### config.mk
export PLATFORM = sky130hd
export DESIGN_NAME = io_port_bank
export DESIGN_NICKNAME = d
export VERILOG_FILES = /design/src/rtl/io_port_bank.sv
export SDC_FILE = /design/constraint.sdc
export NUM_CORES = 1
export LEC_CHECK = 0
export ABC_AREA = 1
export ABC_CLOCK_PERIOD_IN_PS = 1900
export CAP_MARGIN = 20
export CORE_MARGIN = 2
export CORE_UTILIZATION = 45
export DETAILED_ROUTE_END_ITERATION = 10
export GPL_ROUTABILITY_DRIVEN = 0
export HOLD_SLACK_MARGIN = 0.1
export PLACE_DENSITY_LB_ADDON = 0.1
export SETUP_SLACK_MARGIN = 0.2
export SYNTH_ARGS = -nofsm -noshare
export SYNTH_HDL_FRONTEND = slang
export SYNTH_SLANG_ARGS = --single-unit
### constraint.sdc
create_clock -name clk_i -period 1.9 [get_ports clk_i]
set_clock_uncertainty 0.05 [all_clocks]
set_input_delay 0.19 -clock clk_i [delete_from_list [all_inputs] [get_ports clk_i]]
set_output_delay 0.19 -clock clk_i [all_outputs]
set_load 0.1 [all_outputs]
### src/rtl/io_port_bank.sv
// io_port_bank: NPORTS memory-mapped bidirectional ports of WIDTH bits on the 8-bit CPU bus.
// Each port has DDR, PORT, PIN (read = pin state, write = toggle PORT) and, when
// IOPORT_EDGE_IRQ_EN is defined, IER/IFR/EDGE registers with edge-detect interrupts.
// Without IOPORT_EDGE_IRQ_EN the interrupt registers read 0 and irq_n_o is tied high.
module io_port_bank #(
  parameter int unsigned NPORTS      = 2,
  parameter int unsigned WIDTH       = 8,
  parameter logic [15:0] BASE        = 16'h0000,
  parameter logic [7:0]  PORT_RST    = 8'h00,
  parameter int unsigned SYNC_STAGES = 2
) (
  input  logic                    clk_i,
  input  logic                    rst_n,
  input  logic [15:0]             a_i,
  input  logic [7:0]              d_i,
  input  logic                    rwn_i,
  input  logic                    acc_i,
  output logic [7:0]              d_o,
  output logic                    hit_o,
  input  logic [NPORTS*WIDTH-1:0] pad_i,
  output logic [NPORTS*WIDTH-1:0] port_o,
  output logic [NPORTS*WIDTH-1:0] port_oe,
  output logic                    irq_n_o
);

  localparam int unsigned         Bits       = NPORTS * WIDTH;
  localparam logic [16:0]         BaseExt    = {1'b0, BASE};
  localparam logic [16:0]         Span       = 17'(8 * NPORTS);
  localparam logic [Bits-1:0]     PortRstAll = {NPORTS{PORT_RST[WIDTH-1:0]}};

  logic [16:0]     offset;
  logic            hit;
  logic [1:0]      sel;
  logic [2:0]      rsel;
  logic            we;
  logic [WIDTH-1:0] rd_w;

  logic [Bits-1:0] ddr_q, ddr_d;
  logic [Bits-1:0] port_q, port_d;
  logic [Bits-1:0] sync_q [SYNC_STAGES];
  logic [Bits-1:0] sync_in;

  // An address below BASE wraps to a huge offset, so one compare covers both bounds.
  assign offset  = {1'b0, a_i} - BaseExt;
  assign hit     = offset < Span;
  assign sel     = a_i[4:3];
  assign rsel    = a_i[2:0];
  assign we      = acc_i & ~rwn_i & hit;
  assign sync_in = sync_q[SYNC_STAGES-1];

  assign hit_o   = hit;
  assign port_o  = port_q;
  assign port_oe = ddr_q;

`ifdef IOPORT_EDGE_IRQ_EN
  localparam int unsigned ArmMax = SYNC_STAGES + 1;
  localparam int unsigned ArmW   = $clog2(ArmMax + 1);

  logic [Bits-1:0] ier_q, ier_d;
  logic [Bits-1:0] ifr_q, ifr_d;
  logic [Bits-1:0] edge_q, edge_d;
  logic [Bits-1:0] prev_q;
  logic [Bits-1:0] w1c;
  logic [Bits-1:0] det;
  logic [ArmW-1:0] arm_q, arm_d;
  logic            armed;
  logic            irq_n_q, irq_n_d;

  // Detection stays off until the reset zeros have flushed out of the synchronizer.
  assign armed   = arm_q == ArmW'(ArmMax);
  assign arm_d   = armed ? arm_q : arm_q + 1'b1;
  assign det     = armed ? ((sync_in & ~prev_q & edge_q) | (~sync_in & prev_q & ~edge_q)) : '0;
  assign irq_n_d = ~|(ifr_q & ier_q);
  assign irq_n_o = irq_n_q;
`else
  assign irq_n_o = 1'b1;
`endif

  // Register write decode; only the addressed port's slice changes.
  always_comb begin
    ddr_d  = ddr_q;
    port_d = port_q;
`ifdef IOPORT_EDGE_IRQ_EN
    ier_d  = ier_q;
    edge_d = edge_q;
    w1c    = '0;
`endif
    for (int unsigned p = 0; p < NPORTS; p++) begin
      if (we && sel == 2'(p)) begin
        case (rsel)
          3'd0: ddr_d[p*WIDTH +: WIDTH]  = d_i[WIDTH-1:0];
          3'd1: port_d[p*WIDTH +: WIDTH] = d_i[WIDTH-1:0];
          3'd2: port_d[p*WIDTH +: WIDTH] = port_q[p*WIDTH +: WIDTH] ^ d_i[WIDTH-1:0];
`ifdef IOPORT_EDGE_IRQ_EN
          3'd3: ier_d[p*WIDTH +: WIDTH]  = d_i[WIDTH-1:0];
          3'd4: w1c[p*WIDTH +: WIDTH]    = d_i[WIDTH-1:0];
          3'd5: edge_d[p*WIDTH +: WIDTH] = d_i[WIDTH-1:0];
`endif
          default: ;
        endcase
      end
    end
`ifdef IOPORT_EDGE_IRQ_EN
    // A new edge beats a simultaneous clear of the same bit.
    ifr_d = (ifr_q & ~w1c) | det;
`endif
  end

  // Read mux; unused data bits and non-hit accesses return zero.
  always_comb begin
    rd_w = '0;
    for (int unsigned p = 0; p < NPORTS; p++) begin
      if (sel == 2'(p)) begin
        case (rsel)
          3'd0: rd_w = ddr_q[p*WIDTH +: WIDTH];
          3'd1: rd_w = port_q[p*WIDTH +: WIDTH];
          3'd2: rd_w = (ddr_q[p*WIDTH +: WIDTH] & port_q[p*WIDTH +: WIDTH]) |
                       (~ddr_q[p*WIDTH +: WIDTH] & sync_in[p*WIDTH +: WIDTH]);
`ifdef IOPORT_EDGE_IRQ_EN
          3'd3: rd_w = ier_q[p*WIDTH +: WIDTH];
          3'd4: rd_w = ifr_q[p*WIDTH +: WIDTH];
          3'd5: rd_w = edge_q[p*WIDTH +: WIDTH];
`endif
          default: ;
        endcase
      end
    end
    d_o = '0;
    if (hit) d_o[WIDTH-1:0] = rd_w;
  end

  // Port registers and pad synchronizer; reset wins over a concurrent write.
  always_ff @(posedge clk_i) begin
    if (!rst_n) begin
      ddr_q  <= '0;
      port_q <= PortRstAll;
      for (int unsigned s = 0; s < SYNC_STAGES; s++) sync_q[s] <= '0;
    end else begin
      ddr_q     <= ddr_d;
      port_q    <= port_d;
      sync_q[0] <= pad_i;
      for (int unsigned s = 1; s < SYNC_STAGES; s++) sync_q[s] <= sync_q[s-1];
    end
  end

`ifdef IOPORT_EDGE_IRQ_EN
  // Interrupt registers, edge history, arm counter and registered irq output.
  always_ff @(posedge clk_i) begin
    if (!rst_n) begin
      ier_q   <= '0;
      ifr_q   <= '0;
      edge_q  <= '0;
      prev_q  <= '0;
      arm_q   <= '0;
      irq_n_q <= 1'b1;
    end else begin
      ier_q   <= ier_d;
      ifr_q   <= ifr_d;
      edge_q  <= edge_d;
      prev_q  <= sync_in;
      arm_q   <= arm_d;
      irq_n_q <= irq_n_d;
    end
  end
`endif

endmodule

# [Yosys cells after proc, flatten, opt, wreduce, memory -nomap -nowiden]
# Memories as Yosys holds them, arrays and structs flattened.
# Cells that the tools add are included.
[op_classes] order_cmp=1 eq_ne=3 muxes=11 bitwise=15 n_reduce_logical=9
[op_table] cell="$pmux W8 S3" n=2
[op_table] cell="$and A8 B8 Y8" n=4
[op_table] cell="$mux W16" n=2
[op_table] cell="$pmux W8 S2" n=2
[op_table] cell="$mux W8" n=3
[op_table] cell="$lt A16 B5 Y1 const B" n=1
[op_table] cell="$not A8 Y8" n=2
[op_table] cell="$or A8 B8 Y8" n=2
[op_table] cell="$xor A8 B8 Y8" n=2
[op_table] cell="$reduce_and A2 Y1" n=4
[op_table] cell="$eq A3 B1 Y1 const B" n=1
[op_table] cell="$eq A3 B2 Y1 const B" n=1
[op_table] cell="$logic_not A3 Y1" n=1
[op_table] cell="$and A1 B1 Y1" n=2
[op_table] cell="$eq A2 B1 Y1 const B" n=1
[op_table] cell="$logic_and A1 B1 Y1" n=2
[op_table] cell="$logic_not A2 Y1" n=1
[op_table] cell="$mux W1" n=2
[op_table] cell="$or A1 B1 Y1" n=2
[op_table] cell="$reduce_bool A2 Y1" n=1
[op_table] cell="$not A1 Y1" n=1
[word_totals] ff_bits=32 mem_bits_rw=32 input_bits=44 out_inout_bits=42 word_cells=44 n_memories=1
[memory_table] name="sync_q" depth=2 word_bits=16 rd=2 rd_ports_with_merged_regs=0 write_ports=2 line_no="40" rtl="logic [Bits-1:0] sync_q [SYNC_STAGES];"

# [Longest topological paths before layout]
# Gate-level depths: netlist (run 1).
[logic_depth] word_depth=8 mapped_depth=9 ltp_nobuf=8

# [Least setup slack after synthesis (run 1)]
# No wires, ideal clock.
[synth_path] path_type="register to output" from="register ddr_q[14] (netlist: port_oe[14])" to="output d_o[6]" t_arrival_ns=2.852 required_ns=1.660 setup_slack_ns=-1.192 path_stages_with_launch=7 n_path_buf=0 cell_sequence="dfxtp_1 -> nand2_1 -> o21ai_0 -> nand2_1 -> nand3_1 -> nand2_1 -> a21oi_1"
[synth_between] elab_chain_len=6 elab_cells_between_ends=7 classes_between="mux (3); bitwise (4)"
[synth_lines] item="from (decl)" line_no="38" rtl="logic [Bits-1:0] ddr_q, ddr_d;"
[synth_lines] item="from (signal assigned)" line_no="139" rtl="ddr_q <= ddr_d;"
[synth_lines] item="$not A8 Y8" line_no="118" rtl="(~ddr_q[p*WIDTH +: WIDTH] & sync_in[p*WIDTH +: WIDTH]);"
[synth_lines] item="$and A8 B8 Y8" line_no="118"
[synth_lines] item="$or A8 B8 Y8" line_no="117" rtl="3'd2: rd_w = (ddr_q[p*WIDTH +: WIDTH] & port_q[p*WIDTH +: WIDTH]) |"
[synth_lines] item="$pmux W8 S3 (*)" line_no="114" rtl="case (rsel)"
[synth_lines] item="$mux W8 (*)" line_no="113" rtl="if (sel == 2'(p)) begin"
[synth_lines] item="$mux W8 (*)" line_no="129" rtl="if (hit) d_o[WIDTH-1:0] = rd_w;"
[synth_lines] item="to (decl)" line_no="18" rtl="output logic [7:0] d_o,"
# Every way passes the cells marked *; elsewhere a longest branch is shown, timed or not.

# [Worst setup path in the final report (run 1)]
[layout_path] from="input a_i[0]" to="output d_o[2]"
[layout_between] elab_chain_len=6 elab_cells_between_ends=9 classes_between="order compare (1); eq/ne (2); mux (5); reduce/logical (1)"
[layout_lines] item="from (decl)" line_no="14" rtl="input logic [15:0] a_i,"
[layout_lines] item="$eq A3 B2 Y1 (tied with other cells)" line_no="114"
[layout_lines] item="$pmux W8 S3" line_no="114"
[layout_lines] item="$mux W8" line_no="113"
[layout_lines] item="$pmux W8 S3" line_no="114"
[layout_lines] item="$mux W8" line_no="113"
[layout_lines] item="$mux W8 (*)" line_no="129"
# Marks and branches as above.

==> impl_results.md, run 1 <==
- Clock tree buffer depth: 2
- Antenna diodes: 0
- DIE WIDTH: 87.54 um
- Largest net degree at the start of global routing: 44
- Number of H-tree levels: 3
- Top_reg_cell synth: dfxtp_1
- Later-pin clock latency in the skew report: 0.33 ns
- Sequential fraction of the synthesis area: 40.80%
- Final wirelength: about 9.7 mm
- Most frequent cell after synthesis: nand2_1
- Syn Std Cell Area: 0.003141 mm2
- Part of the cycle the worst path needs: 91.07%
- Hold Path Class: in2reg
- DRC: 0
- CP max FO: 7
- Biggest area consumer among synthesized cells: dfxtp_1
- Routed len/inst: ~15 um
- Port bufs: 84
- Status: complete, no violations
- Mapped Nets: slightly below 500
- Boundary Pins: 86
- Clock Pin Slew Worst Setup and Hold Paths: 0.07 ns
- Vias post-DR: around 3400
- Fmax: 577.9 MHz
- First-pass GRT wire length: 15.21 mm
- Cell count after synthesis: 453
- Final ANT Viol Nets: 0
- Slew margin rel.: roughly 65%
- Die area: 0.007663 mm2
- Inserted Clock Buffers: 9
- Area after DPL: roughly 0.0044 mm2
- Max rail drop VDD: between 0.0006 and 0.0007 V
- FFs w/ async S/R, synth: 0%
- Fin nets: 619
- Final Max Slew Viols: 0
- Avg Inst Size Synth: 6.933 um2
- Yosys warns: 0
- Grt total ovfl: 0
- Synth top area share: 40.80%
- Dpl hpwl: 6.542 mm
- Core area: 0.006756 mm2
- Static Leak: roughly 2.3 nW
- Seq cells post-synth: 64
- Crit Path Category: in2out
- Crit path arrival time: 1.49 ns
- Die Y: about 88 um
- Initial Utilization: 46.48%
- Area Overhead vs Synth: 58.21%
- Placed cells: 625
- Vias/cell: around 5.2
- Slew @ Worst Pin: 0.5202 ns
- Crit end category: primary output
- Vias in the first global route: 3229
- Synth unique cells: 28
- Fin area: around 0.0050 mm2
- PD cells: ~570 mW/mm2
- DRT iter0 DRCs: roughly 240
- Final cell count without fillers: 660
- Synth cell count leaders: 115 x nand2_1, 64 x dfxtp_1, 56 x inv_1, 46 x nor2_1, 34 x o21ai_0
- Layout cells sized above 1: 33.28%
- Max-cap violations: 0
- Pre-Repair DR Iteration Count: 6
- RSZ-0062 raised after global routing: yes
- Top cells by area, synth: dfxtp_1 41%, nand2_1 14%, inv_1 6.7%
- Total track usage: ~26%
- Clock Sinks: 64
- Root Buffer: clkbuf_8
- Tmin final: 1.730 ns
- FP Rows: 30
- Final setup fails: 0
- Critical Path RT: 1.66 ns
- Final hold violations: 0
- CTS tree: built
- Number of synthesized flops with an enable pin: 0
- Startpoint types: input port
- Initial antenna violation count: 0
## report_power, final
group	internal, W	switching [W]
clock	0.000549	0.000537
sequential	0.00136	0.00000886
combinational	0.000186	0.000213
total	0.00209	0.000759
## timing repair
action                     in CTS  in global routing
pin swaps                      37                  6
hold buffers                    0                  0
resized for setup              67                 12
setup endpoints to repair      17                  9
hold endpoints to repair        0                  0
cloned                          3                  0
buffers inserted               10                  6
## worst max-delay path, cell delays in order
cell and delay, ns:
buf_6 0.10, buf_6 0.11, nor3_4 0.21, buf_12 0.15, clkinvlp_4 0.18, nand3b_1 0.16
a21oi_2 0.08, nor2_4 0.13, buf_12 0.18
## registers in the layout, summed over array words and instances (netlist names)
signal,count
port_o,16
port_oe,16
sync_q,32
## area by class of cell
type,count,area (um2)
fill,544,1788
multi-input combinational,310,1767
sequential,64,1348
timing repair buffer,126,1297
inverter,62,257.7
clock buffer,11,152.6
tap,80,100.1
clock inverter,5,31.28
timing repair inverter,2,15.01
## cells by family (layout without fill, tap and decap cells)
group	Yosys count	count (layout)	share of synthesized area (%)
and+or+nand+nor	221	221	32.87
xor gates and xnor gates	16	16	4.462
buffers and inverters	79	206	10.28
DFF	64	64	40.80
AOI/OAI and AO/OA	72	72	11.47
other	1	1	0.1194
## cells in the final DEF, fill, tap and decap left out, types with 4 or more instances in the layout
master / n
a21oi_1: 28
buf_12: 16
buf_4: 59
buf_6: 10
clkbuf_8: 9
clkdlybuf4s50_1: 27
dfxtp_1: 31
dfxtp_2: 23
dfxtp_4: 10
dlygate4sd2_1: 10
inv_1: 54
inv_2: 4
nand2_1: 109
nand2_2: 5
nand3_1: 17
nand3_2: 6
nand3b_1: 7
nand4_1: 7
nor2_1: 39
nor2_4: 13
nor3_1: 5
o21ai_0: 32
o21ai_2: 6
xnor2_1: 16
## worst paths after layout
| path | from | end | slack (ns) | depth (start not counted) |
|---|---|---|---|---|
| setup / recovery | a_i[0] | d_o[2] | 0.17 | 9 |
| hold / removal | pad_i[8] | sync_q[0][8] | 0.33 | 3 |
| setup reg to reg | port_o[14] | port_o[14] | 0.78 | 5 |
| hold reg to reg | sync_q[0][8] | sync_q[0][24] | 0.36 | 2 |
## per-stage QoR
stage               utilization [%]  total power, W  hold slack, ns  setup slack [ns]  setup TNS [ns]
global placement              65.57        0.001729          0.3435           -0.2276          -3.282
CTS                           72.39        0.002841          0.3255            0.2030               0
finish                        73.54        0.002851          0.3325            0.1696               0
floorplan                         -        0.001568          0.2376            0.1267               0
detailed placement            65.57        0.001739          0.3447           -0.2919          -3.668
global route                  73.54        0.002973          0.3313            0.1101               0
## metal layers
layer	vias to the layer above	global-route usage [%]	part of all wire (%)
met3	28	4.524	6.5
met5	-	0	0
li1	1670	-	-
met1	1605	32.42	42
met2	139	43.11	49
met4	0	11.33	2.3
(Power assumes the default switching activity.)
==> inputs of run 2 (changes only) <==
Settings changed: CAP_MARGIN 20 to 40.
==> results of run 2 <==
Same layout as run 1: the final DEF is identical, and so are final timing and power.
